## src/rtl/fir_input_sequencer.sv

```systemverilog
// Front end for the FIR core: synchronizes the external strobe/config pins,
// frames coefficient loads and streams samples with an inactivity timeout.
module fir_input_sequencer #(
  parameter int X_N_SIZE       = 8,
  parameter int NBR_OF_TAPS    = 21,
  parameter int COEFS_PER_WORD = 3,
  parameter int SYNC_STAGES    = 2,
  parameter int WAIT_CYCLES    = 4,
  parameter int IDLE_TIMEOUT   = 255
) (
  input  logic                clk,
  input  logic                reset,
  input  logic [X_N_SIZE-1:0] ui_data,
  input  logic                ui_sample_stb,
  input  logic                ui_cfg_req,
  output logic [X_N_SIZE-1:0] x_n,
  output logic                s_axis_fir_tvalid,
  output logic                s_set_coeffs,
  output logic                cfg_busy,
  output logic                cfg_done,
  output logic                sample_drop
);

  localparam int COEF_WORDS = (NBR_OF_TAPS + COEFS_PER_WORD - 1) / COEFS_PER_WORD;
  localparam int WCW        = $clog2(COEF_WORDS + 1);
  localparam int WAW        = $clog2(WAIT_CYCLES + 1);
  localparam logic [WCW-1:0] COEF_LAST = WCW'(COEF_WORDS - 1);
  localparam logic [WAW-1:0] WAIT_LAST = WAW'(WAIT_CYCLES - 1);
  localparam logic [7:0]     TO_LIMIT  = 8'(IDLE_TIMEOUT);

  typedef enum logic [1:0] {S_WAIT, S_IDLE, S_LOAD, S_STREAM} state_t;

  state_t                 r_state;
  state_t                 w_state_nxt;
  logic [SYNC_STAGES-1:0] r_stb_sync;
  logic [SYNC_STAGES-1:0] r_cfg_sync;
  logic                   r_stb_d;
  logic [WAW-1:0]         r_wait_cnt;
  logic [WCW-1:0]         r_word_cnt;
  logic [7:0]             r_tcnt;
  logic [X_N_SIZE-1:0]    r_x_n;
  logic                   r_tvalid;
  logic                   r_set_coeffs;
  logic                   r_cfg_done;
  logic                   r_sample_drop;

  logic w_stb_s;
  logic w_cfg_s;
  logic w_stb_edge;
  logic w_emit_smp;
  logic w_emit_coef;
  logic w_drop_set;
  logic w_load_start;
  logic w_done_set;

  assign w_stb_s    = r_stb_sync[SYNC_STAGES-1];
  assign w_cfg_s    = r_cfg_sync[SYNC_STAGES-1];
  assign w_stb_edge = w_stb_s & ~r_stb_d;

  always_ff @(posedge clk or negedge reset) begin
    if (!reset) begin
      r_stb_sync <= '0;
      r_cfg_sync <= '0;
      r_stb_d    <= 1'b0;
    end else begin
      r_stb_sync <= {r_stb_sync[SYNC_STAGES-2:0], ui_sample_stb};
      r_cfg_sync <= {r_cfg_sync[SYNC_STAGES-2:0], ui_cfg_req};
      r_stb_d    <= w_stb_s;
    end
  end

  always_ff @(posedge clk or negedge reset) begin
    if (!reset) r_state <= S_WAIT;
    else        r_state <= w_state_nxt;
  end

  // A config request wins over a simultaneous strobe in IDLE; in STREAM the strobe is still emitted.
  always_comb begin
    w_state_nxt  = r_state;
    w_emit_smp   = 1'b0;
    w_emit_coef  = 1'b0;
    w_drop_set   = 1'b0;
    w_load_start = 1'b0;
    w_done_set   = 1'b0;
    case (r_state)
      S_WAIT: begin
        if (r_wait_cnt == WAIT_LAST) w_state_nxt = S_IDLE;
        if (w_stb_edge)              w_drop_set  = 1'b1;
      end
      S_IDLE: begin
        if (w_cfg_s) begin
          w_state_nxt  = S_LOAD;
          w_load_start = 1'b1;
        end else if (w_stb_edge) begin
          w_state_nxt = S_STREAM;
          w_emit_smp  = 1'b1;
        end
      end
      S_LOAD: begin
        if (!w_cfg_s) begin
          w_state_nxt = S_IDLE;
        end else if (w_stb_edge) begin
          w_emit_coef = 1'b1;
          if (r_word_cnt == COEF_LAST) begin
            w_done_set  = 1'b1;
            w_state_nxt = S_IDLE;
          end
        end
      end
      S_STREAM: begin
        w_emit_smp = w_stb_edge;
        if (w_cfg_s) begin
          w_state_nxt  = S_LOAD;
          w_load_start = 1'b1;
        end else if (!w_stb_edge && (r_tcnt == TO_LIMIT)) begin
          w_state_nxt = S_IDLE;
        end
      end
      default: w_state_nxt = S_WAIT;
    endcase
  end

  always_ff @(posedge clk or negedge reset) begin
    if (!reset) begin
      r_wait_cnt    <= '0;
      r_word_cnt    <= '0;
      r_tcnt        <= '0;
      r_x_n         <= '0;
      r_tvalid      <= 1'b0;
      r_set_coeffs  <= 1'b0;
      r_cfg_done    <= 1'b0;
      r_sample_drop <= 1'b0;
    end else begin
      r_tvalid     <= w_emit_smp;
      r_set_coeffs <= w_emit_coef;
      if (w_emit_smp || w_emit_coef) r_x_n <= ui_data;
      if ((r_state == S_WAIT) && (r_wait_cnt != WAIT_LAST)) r_wait_cnt <= r_wait_cnt + WAW'(1);
      if (w_load_start)     r_word_cnt <= '0;
      else if (w_emit_coef) r_word_cnt <= r_word_cnt + WCW'(1);
      // Timeout counter saturates instead of wrapping.
      if (w_emit_smp) r_tcnt <= '0;
      else if ((r_state == S_STREAM) && (r_tcnt != 8'hFF)) r_tcnt <= r_tcnt + 8'd1;
      if (w_load_start)    r_cfg_done <= 1'b0;
      else if (w_done_set) r_cfg_done <= 1'b1;
      if (w_load_start)    r_sample_drop <= 1'b0;
      else if (w_drop_set) r_sample_drop <= 1'b1;
    end
  end

  assign x_n               = r_x_n;
  assign s_axis_fir_tvalid = r_tvalid;
  assign s_set_coeffs      = r_set_coeffs;
  assign cfg_busy          = (r_state == S_LOAD);
  assign cfg_done          = r_cfg_done;
  assign sample_drop       = r_sample_drop;

endmodule

```

## config.mk

```make
export PLATFORM = sky130hd
export DESIGN_NAME = fir_input_sequencer
export DESIGN_NICKNAME = d
export VERILOG_FILES = /design/src/rtl/fir_input_sequencer.sv
export SDC_FILE = /design/constraint.sdc
export NUM_CORES = 1
export LEC_CHECK = 0
export BUFFER_PORTS_ARGS = -buffer_cell sky130_fd_sc_hd__buf_2
export CORE_ASPECT_RATIO = 2
export CORE_MARGIN = 2
export CORE_UTILIZATION = 40
export DETAILED_ROUTE_END_ITERATION = 10
export PLACE_DENSITY = 0.65
export RECOVER_POWER = 100
export REMOVE_ABC_BUFFERS = 1
export SKIP_LAST_GASP = 1
export SLEW_MARGIN = 10
export SYNTH_ARGS = -nofsm -noshare
export SYNTH_HDL_FRONTEND = slang
export SYNTH_SLANG_ARGS = --single-unit
```

## constraint.sdc

```tcl
create_clock -name clk -period 2 [get_ports clk]
set_input_delay 0.1 -clock clk [delete_from_list [all_inputs] [get_ports clk]]
set_output_delay 0.1 -clock clk [all_outputs]
set_load 0.02 [all_outputs]
```

# Word-level counts from Yosys, hierarchy flattened
# Index checks and enable logic that the tools add are counted.
# W data, S select, Z words.
# op_classes
n_bitwise,2
n_mux,29
n_reduce_logical,12
add_sub_neg,3
eq_ne,13
# ops
op,n
$mux W2,8
$mux W8,2
$mux W1,15
$ne A3 B2 Y1 const B,3
$add A8 B1 Y8 const B,1
$eq A8 B8 Y1 const B,1
$ne A8 B8 Y1 const B,1
$pmux W2 S4,1
$reduce_bool A2 Y1,4
$add A3 B1 Y3 const B,2
$mux W3,2
$ne A3 B3 Y1 const B,2
$reduce_and A5 Y1,1
$eq A2 B2 Y1 const B,2
$eq A3 B2 Y1 const B,1
$eq A3 B3 Y1 const B,1
$logic_and A1 B1 Y1,3
$eq A2 B1 Y1 const B,1
$logic_not A2 Y1,1
$ne A2 B2 Y1 const B,1
$pmux W1 S2,1
$reduce_or A2 Y1,1
$and A1 B1 Y1,1
$logic_not A1 Y1,1
other kinds (2),2
# totals
out_inout_bits,13
in_bits,12
regBits,33
elab_cells,71

# Longest topological paths before layout
# Gate-level depths: netlist of the first run.
# logic_depth
word_depth,7
depth_mapped,6
mapped_depth_nobuf,5

# Worst setup path after synthesis of the first run
# OpenSTA, ideal clock, no wires.
# synth_timing
path_kind,register to register
start,register r_state[1]
end,"register r_x_n[0], in the netlist x_n[0]"
setup_time_ns,0.125
slack_ns,0.342
n_path_buf,1
required_ns,1.875
stages_incl_launch_ff,6
arrival_ns,1.533
period_less_slack_ns,1.658
cell_sequence,dfrtp_1 -> nor2b_1 -> and3_1 -> buf_6 -> nor2_8 -> mux2_4
# synth_via
elab_chain_len,3
elab_cells_between_ends,6
classes_between,3 x eq/ne; 2 x mux; 1 x reduce/logical
# synth_rtl
element,line,rtl
"start, declared",33,state_t r_state;
"start signal, assigned",74,else r_state <= w_state_nxt;
$eq A2 B2 Y1,--,
via cfg_busy,19,"output logic cfg_busy,"
$mux W1,85,case (r_state)
via w_emit_coef,51,logic w_emit_coef;
$logic_or A1 B1 Y1,136,if (w_emit_smp || w_emit_coef) r_x_n <= ui_data;
"end signal, assigned",136,
"end, declared",41,logic [X_N_SIZE-1:0] r_x_n;
# The timed path passes the listed nets, and every way through them passes these cells.
# A chain may end at the register's enable or synchronous reset.

# Final worst setup path of the first run
# layout_timing
start,register r_tcnt[0]
end,register r_tcnt[7]
# layout_via
elab_chain_len,3
elab_cells_between_ends,6
classes_between,1 x add/sub; 1 x eq/ne; 2 x mux; 2 x reduce/logical
# layout_rtl
element,line,rtl
"start, declared",40,logic [7:0] r_tcnt;
"start signal, assigned",142,else if ((r_state == S_STREAM) && (r_tcnt != 8'hFF)) r_tcnt <= r_tcnt + 8'd1;
$add A8 B1 Y8 or $ne A8 B8 Y1 (tied branches),142,
$mux W8 or $logic_and A1 B1 Y1 (tied branches),142,
$mux W8 or $reduce_bool A2 Y1 (tied branches),--,
# Several ways; a longest one is shown, not always the timed one. The select of a mux whose other input is x is not followed.

==> flow_summary.toml, run 1 <==
[run_status]
outcome = "finished, final reports clean"

[logic_synthesis]
ys_top_cells_by_area = "dfrtp_1 (57%), mux2_4 (8.2%), ha_1 (4.3%), a21oi_1 (3.4%), xnor2_1 (2.4%)"
synth_cell_types = 35
synth_top_area_share_pct = 56.51
syn-cell-area_um2 = 1461
synth_cells = 114
ys_seq_elements = 33
yosysSeqAreaShare_pct = 56.51
synth_top_cell_by_area = "dfrtp_1"
syn_avg_cell_area_um2 = 12.82
yosysWarnings = 0

[critical_path]
endpoint_kind = "flop"
r2r-end = "r_tcnt[7]"
startpoint_type = "flop"
r2r_slack_ns = 0.24
required_ns = 2.21
worstPathArrival_ns = 1.97
reg2reg_from = "r_tcnt[0]"
crit_type = "reg -> reg"
worstRegToRegCells = 5
critical_path.max_fanout = 8

[grt]
grt_usage_pct = 15.89
gr-total-overflow = 0
antenna_found_initial = 0
grt_pass1_wl_um = 4629
grt_max_degree = 34
first_global_vias = 1093

[clocking]
cts_made_buffers = 5
cts_sinks = 33
cts_root_buffer = "clkbuf_8"
post_cts_resized = 0
cts_max_level = 2
clkTransAtPathRegs_ns = 0.07
cts_max_path_buffers = 2
clk_latency_ns = 0.28
cts_tree = "built"

[sta]
tightest_slew_ns = 0.8096
rsz0062_at_grt = "false"
max_freq_ghz = 0.5667
slew_violations = 0
slew_headroom_pct = 46.03
post-route-period-util_pct = 88.22
fin_tns_setup_ns = 0
clock_skew_ns = 0.006379
hold_violations = 0
period_minus_slack_ns = 1.764
setup_viol = 0

[place]
dpl.hpwl_um = 1998
port_buffers = 24
place.gp.congestion = 0.8257

[floorplanning]
core_um2 = 3568
die_w_um = 46.74
die_area_um2 = 4182
ioPinCount = 25
rows = 31
initial_core_util_pct = 40.95
fp.dieH_um = 89.48

[layout]
antenna_cells = 0
layout-drive-gt1-share_pct = 16.33
layout.nets = 163
layout_common_cells = "dfrtp_1 (33), clkbuf_1 (15), a21oi_1 (10), buf_2 (10), mux2_1 (7)"
synthToLayoutAreaGrowth_pct = 17.12
layout_commonest_cell = "dfrtp_1"

[worst_hold_path]
min_delay_path_depth = 2
holdCritStartpoint = "ui_data[2]"
hold_end = "x_n[2]"
hp-class = "in -> reg"

[drt]
drcViolationCount = 0
dr.pass1.iters = 2
num_vias = 996
via_per_inst = 5.082
wl_um = 2715
dr.first_iter.drc_count = 8
wire_per_inst_um = 13.85
drtAntennaViolNets = 0

[power_and_ir_drop]
p_leak_nw = 0.7711
vdd_drop_max_uv = 539.1
power.density_nw_per_um2 = 1055
total_power_mw = 1.806

[run]
drv_cap = 0
## per-stage QoR
step	hold slack, ns	setup slack, ns	instance area [um2]	utilization, %	instances
after CTS	0.03582	0.3153	1780	49.89	196
final	0.02978	0.2355	1712	47.97	196
after global routing	0.02489	0.1219	1712	47.97	196
after floorplan	-0.1956	0.1927	1438	-	110
after detailed placement	0.2043	0.3200	1634	45.79	185
after global placement	0.1873	0.3249	1634	45.79	185
## layout make-up
cell class | count | area, um2
clock buffers | 7 | 86.33
clock inverters | 1 | 30.03
fillers | 351 | 1857
inverters | 6 | 22.52
multi-input cells | 71 | 540.5
flip-flops and latches | 33 | 825.8
well taps | 49 | 61.31
repair buffers | 29 | 145.1
## repair_timing
item                                   CTS  global route
hold buffers                             3             0
setup buffers                            0             0
endpoints found under the hold margin   35             0
## synth_stat cells
| master | n |
|---|---|
| o21bai_4 | 1 |
| nand2_1 | 2 |
| nor2_1 | 6 |
| buf_2 | 1 |
| and3_1 | 3 |
| o21ai_0 | 2 |
| o41ai_1 | 1 |
| dfrtp_1 | 33 |
| or3_1 | 2 |
| mux2_4 | 8 |
| nor2_8 | 1 |
| o2111ai_1 | 2 |
| a31oi_1 | 1 |
| nand2_2 | 1 |
| inv_1 | 5 |
| nor2b_1 | 2 |
| nand4_2 | 1 |
| a2111oi_2 | 1 |
| buf_6 | 1 |
| inv_2 | 1 |
| or4_1 | 1 |
| o31ai_1 | 1 |
| o21ai_1 | 1 |
| a21oi_1 | 10 |
| and4_1 | 1 |
| o211ai_1 | 1 |
| mux2_1 | 1 |
| nand3_1 | 5 |
| xnor2_1 | 4 |
| xor2_1 | 3 |
| nand2b_1 | 1 |
| o21a_1 | 1 |
| ha_1 | 5 |
| clkbuf_1 | 2 |
| mux2i_1 | 2 |
## registers in the layout, indices dropped and copies added, names as in the netlist
name and cells:
cfg_done 1, r_cfg_sync 2, r_state 2, r_stb_d 1, r_stb_sync 2, r_tcnt 8
r_wait_cnt 3, r_word_cnt 3, s_axis_fir_tvalid 1, s_set_coeffs 1, sample_drop 1, x_n 8
## metal layers
layer	up-vias	routed length (um)	GRT usage (%)
met2	25	1523	26.64
met3	8	109	5.253
li1	465	-	-
met1	498	995	16.34
met4	0	87	9.596
met5	-	0	0
## kinds of logic after synthesis
kind of cell,Yosys count,share of synthesized area [%]
flip-flops,33,56.51
multiplexers,11,10.36
AND/OR/NAND/NOR,26,10.96
adder cells (fa/ha/maj),5,4.281
XOR/XNOR,7,4.195
AO/OA/AOI/OAI,22,10.53
buffers and inverters,10,3.168
## critical path: stages (launching register included)
cell and delay (ns):
dfrtp_1 0.41, ha_1 0.25, nand4_2 0.13, o21bai_1 0.22
or4_1 0.53, a21oi_1 0.15
## power breakdown
part	total [mW]	internal, mW	switching, mW	leakage [nW]
clock	0.635	0.406	0.229	0.0585
combinational	0.312	0.125	0.187	0.304
sequential	0.859	0.768	0.0906	0.408
## how the worst max path moves through the flow
stage                          start         to  slack, ns  depth (start not counted)
after detailed placement  r_state[1]     x_n[0]       0.32                          4
after global routing       r_tcnt[0]  r_tcnt[1]       0.12                          5
after floorplan           r_state[0]     x_n[0]       0.19                          4
after global placement    r_state[1]     x_n[7]       0.32                          4
final                      r_tcnt[0]  r_tcnt[7]       0.24                          5
after CTS                 r_state[1]     x_n[7]       0.32                          4
Power figures use the tool's default switching activity.
==> inputs of run 2 (changes only) <==
--- a/config.mk
+++ b/config.mk
@@ -5,6 +5,7 @@
 export SDC_FILE = /design/constraint.sdc
 export NUM_CORES = 1
 export LEC_CHECK = 0
+export ABC_AREA = 1
 export BUFFER_PORTS_ARGS = -buffer_cell sky130_fd_sc_hd__buf_2
 export CORE_ASPECT_RATIO = 2
 export CORE_MARGIN = 2
==> run 2 against run 1 <==
  * Non-clock buffer count shrank 2
  * Utilization grew 1.1 points
  * Die area grew 5.0%
  * Combinational power grew 87%
  * Largest power group unchanged
==> flow_summary.toml, run 2 <==
[power_and_ir_drop]
vdd_drop_max_uv = 679.5
power.density_nw_per_um2 = 1134
total_power_mw = 2.031
p_leak_nw = 0.9479

[clocking]
cts_hold_buf = 3
cts_max_path_buffers = 2
cts_sinks = 33
cts_tree = "built"
cts_root_buffer = "clkbuf_8"
cts_made_buffers = 5
clk_latency_ns = 0.28
postCtsSetupBuffers = 0
cts_max_level = 2
post_cts_resized = 0
clkTransAtPathRegs_ns = 0.07

[sta]
timing.final.ws_setup_ns = 0.3133
tightest_slew_ns = 0.8127
setup_viol = 0
hold_violations = 0
max_freq_ghz = 0.5929
slew_violations = 0
post-route-period-util_pct = 84.33
period_minus_slack_ns = 1.687
rsz0062_at_grt = "false"
slew_headroom_pct = 45.82
clock_skew_ns = 0.007795
fin_tns_setup_ns = 0

[logic_synthesis]
yosysSeqAreaShare_pct = 53.66
synth_top_cell_by_area = "dfrtp_1"
synth_cell_types = 23
syn-cell-area_um2 = 1539
ys_top_cells_by_count = "nand2_1 (57), dfrtp_1 (33), nand3_1 (21)"
ys_seq_elements = 33
syn_avg_cell_area_um2 = 8.744
ys_top_cells_by_area = "dfrtp_1 (54%), nand2_1 (14%), nand3_1 (6.8%), inv_1 (4.1%), ha_1 (4.1%)"
synth_cells = 176
synth-async-reset-ratio_pct = 100.0
synth_top_area_share_pct = 53.66
synth_ff_type = "dfrtp_1"
synth_edf_count = 0
synth_most_common_cell = "nand2_1"
yosysWarnings = 0

[drt]
via_per_inst = 4.734
wl_um = 2975
dr.pass1.iters = 4
dr.first_iter.drc_count = 28
drcViolationCount = 0
drtAntennaViolNets = 0
wire_per_inst_um = 11.62
num_vias = 1212

[layout]
layout_commonest_cell = "nand2_1"
layout.nets = 224
synthToLayoutAreaGrowth_pct = 16.34
layout-drive-gt1-share_pct = 11.11
layout_common_cells = "nand2_1 (57), dfrtp_1 (33), nand3_1 (22), inv_1 (18), clkbuf_1 (13)"
antenna_cells = 0
multi_input_area_um2 = 608.1
fin_util_pct = 49.11
fin_area_um2 = 1790
fillers = 373
regArea_um2 = 825.8

[floorplanning]
die_area_um2 = 4390
fp.dieH_um = 91.72
rows = 31
initial_core_util_pct = 42.21
core_um2 = 3646
die_w_um = 47.86
ioPinCount = 25

[place]
port_buffers = 24
place_ws_ns = 0.3453
dpl.hpwl_um = 2154
place.gp.congestion = 0.8227
placed_cell_area_um2 = 1699

[critical_path]
crit_type = "reg -> reg"
required_ns = 2.22
worstPathArrival_ns = 1.90
worstRegToRegCells = 7
startpoint_type = "flop"
endpoint_kind = "flop"
critical_path.max_fanout = 10

[grt]
grt_max_degree = 34
first_global_vias = 1169
grt_usage_pct = 15.76
gr-total-overflow = 0
antenna_found_initial = 0
grt_pass1_wl_um = 4885

[worst_hold_path]
hp-class = "in -> reg"
min_delay_path_depth = 3

[run]
drv_cap = 0

[run_status]
outcome = "finished, final reports clean"
-- run 2: final timing paths --
kind | slack (ns) | startpoint | to
max in group asynchronous | 1.03 | reset | x_n[1]
min | 0.01 | ui_data[5] | x_n[5]
min reg2reg | 0.36 | r_cfg_sync[0] | r_cfg_sync[1]
min in group asynchronous | 0.44 | reset | r_wait_cnt[2]
max reg2reg | 0.31 | r_tcnt[0] | r_tcnt[7]
max | 0.31 | r_tcnt[0] | r_tcnt[7]
-- run 2: cell families (layout without fill, tap and decap cells) --
logic type | after synthesis | count (layout) | share of synthesized area (%)
compound gates | 11 | 11 | 4.065
simple gates | 100 | 100 | 29.35
xor+xnor | 5 | 5 | 2.845
fa+ha+maj | 5 | 5 | 4.065
flops | 33 | 33 | 53.66
buf+inv | 22 | 53 | 6.016
-- run 2: cell type report --
class | instances | share of cell area, %
clock inverter | 1 | 0.4193
timing repair buffer | 27 | 7.477
clock buffer | 6 | 4.612
multi-input combinational | 121 | 33.96
tap | 49 | 3.424
inverter | 19 | 3.983
sequential | 33 | 46.12
-- run 2: where the power goes --
part	switching, mW	internal, mW
clock network	0.232	0.272
logic	0.392	0.192
registers	0.128	0.815
-- run 2: per-stage QoR --
step	hold WS, ns	instances
finish	0.01167	256
global route	0.004810	256
CTS	0.004790	256
detailed placement	0.2125	246
global placement	0.2057	246
floorplan	-0.1956	173
-- run 2: critical path: stages (launching register included) --
cell	delay [ns]
dfrtp_1	0.38
ha_1	0.23
inv_1	0.05
nor2_1	0.22
a21oi_2	0.18
nor2_1	0.39
nand2_1	0.09
nand2_1	0.08
-- run 2: routing by layer --
metal  up-vias  share of wire (%)  global-route usage (%)  wire (um)
li1        620                  -                       -          -
met1       570                 38                   16.15       1133
met2        16                 57                   26.33       1695
met3         6                2.3                   4.134         67
met4         0                2.6                   9.234         78
met5         -                  0                       0          0
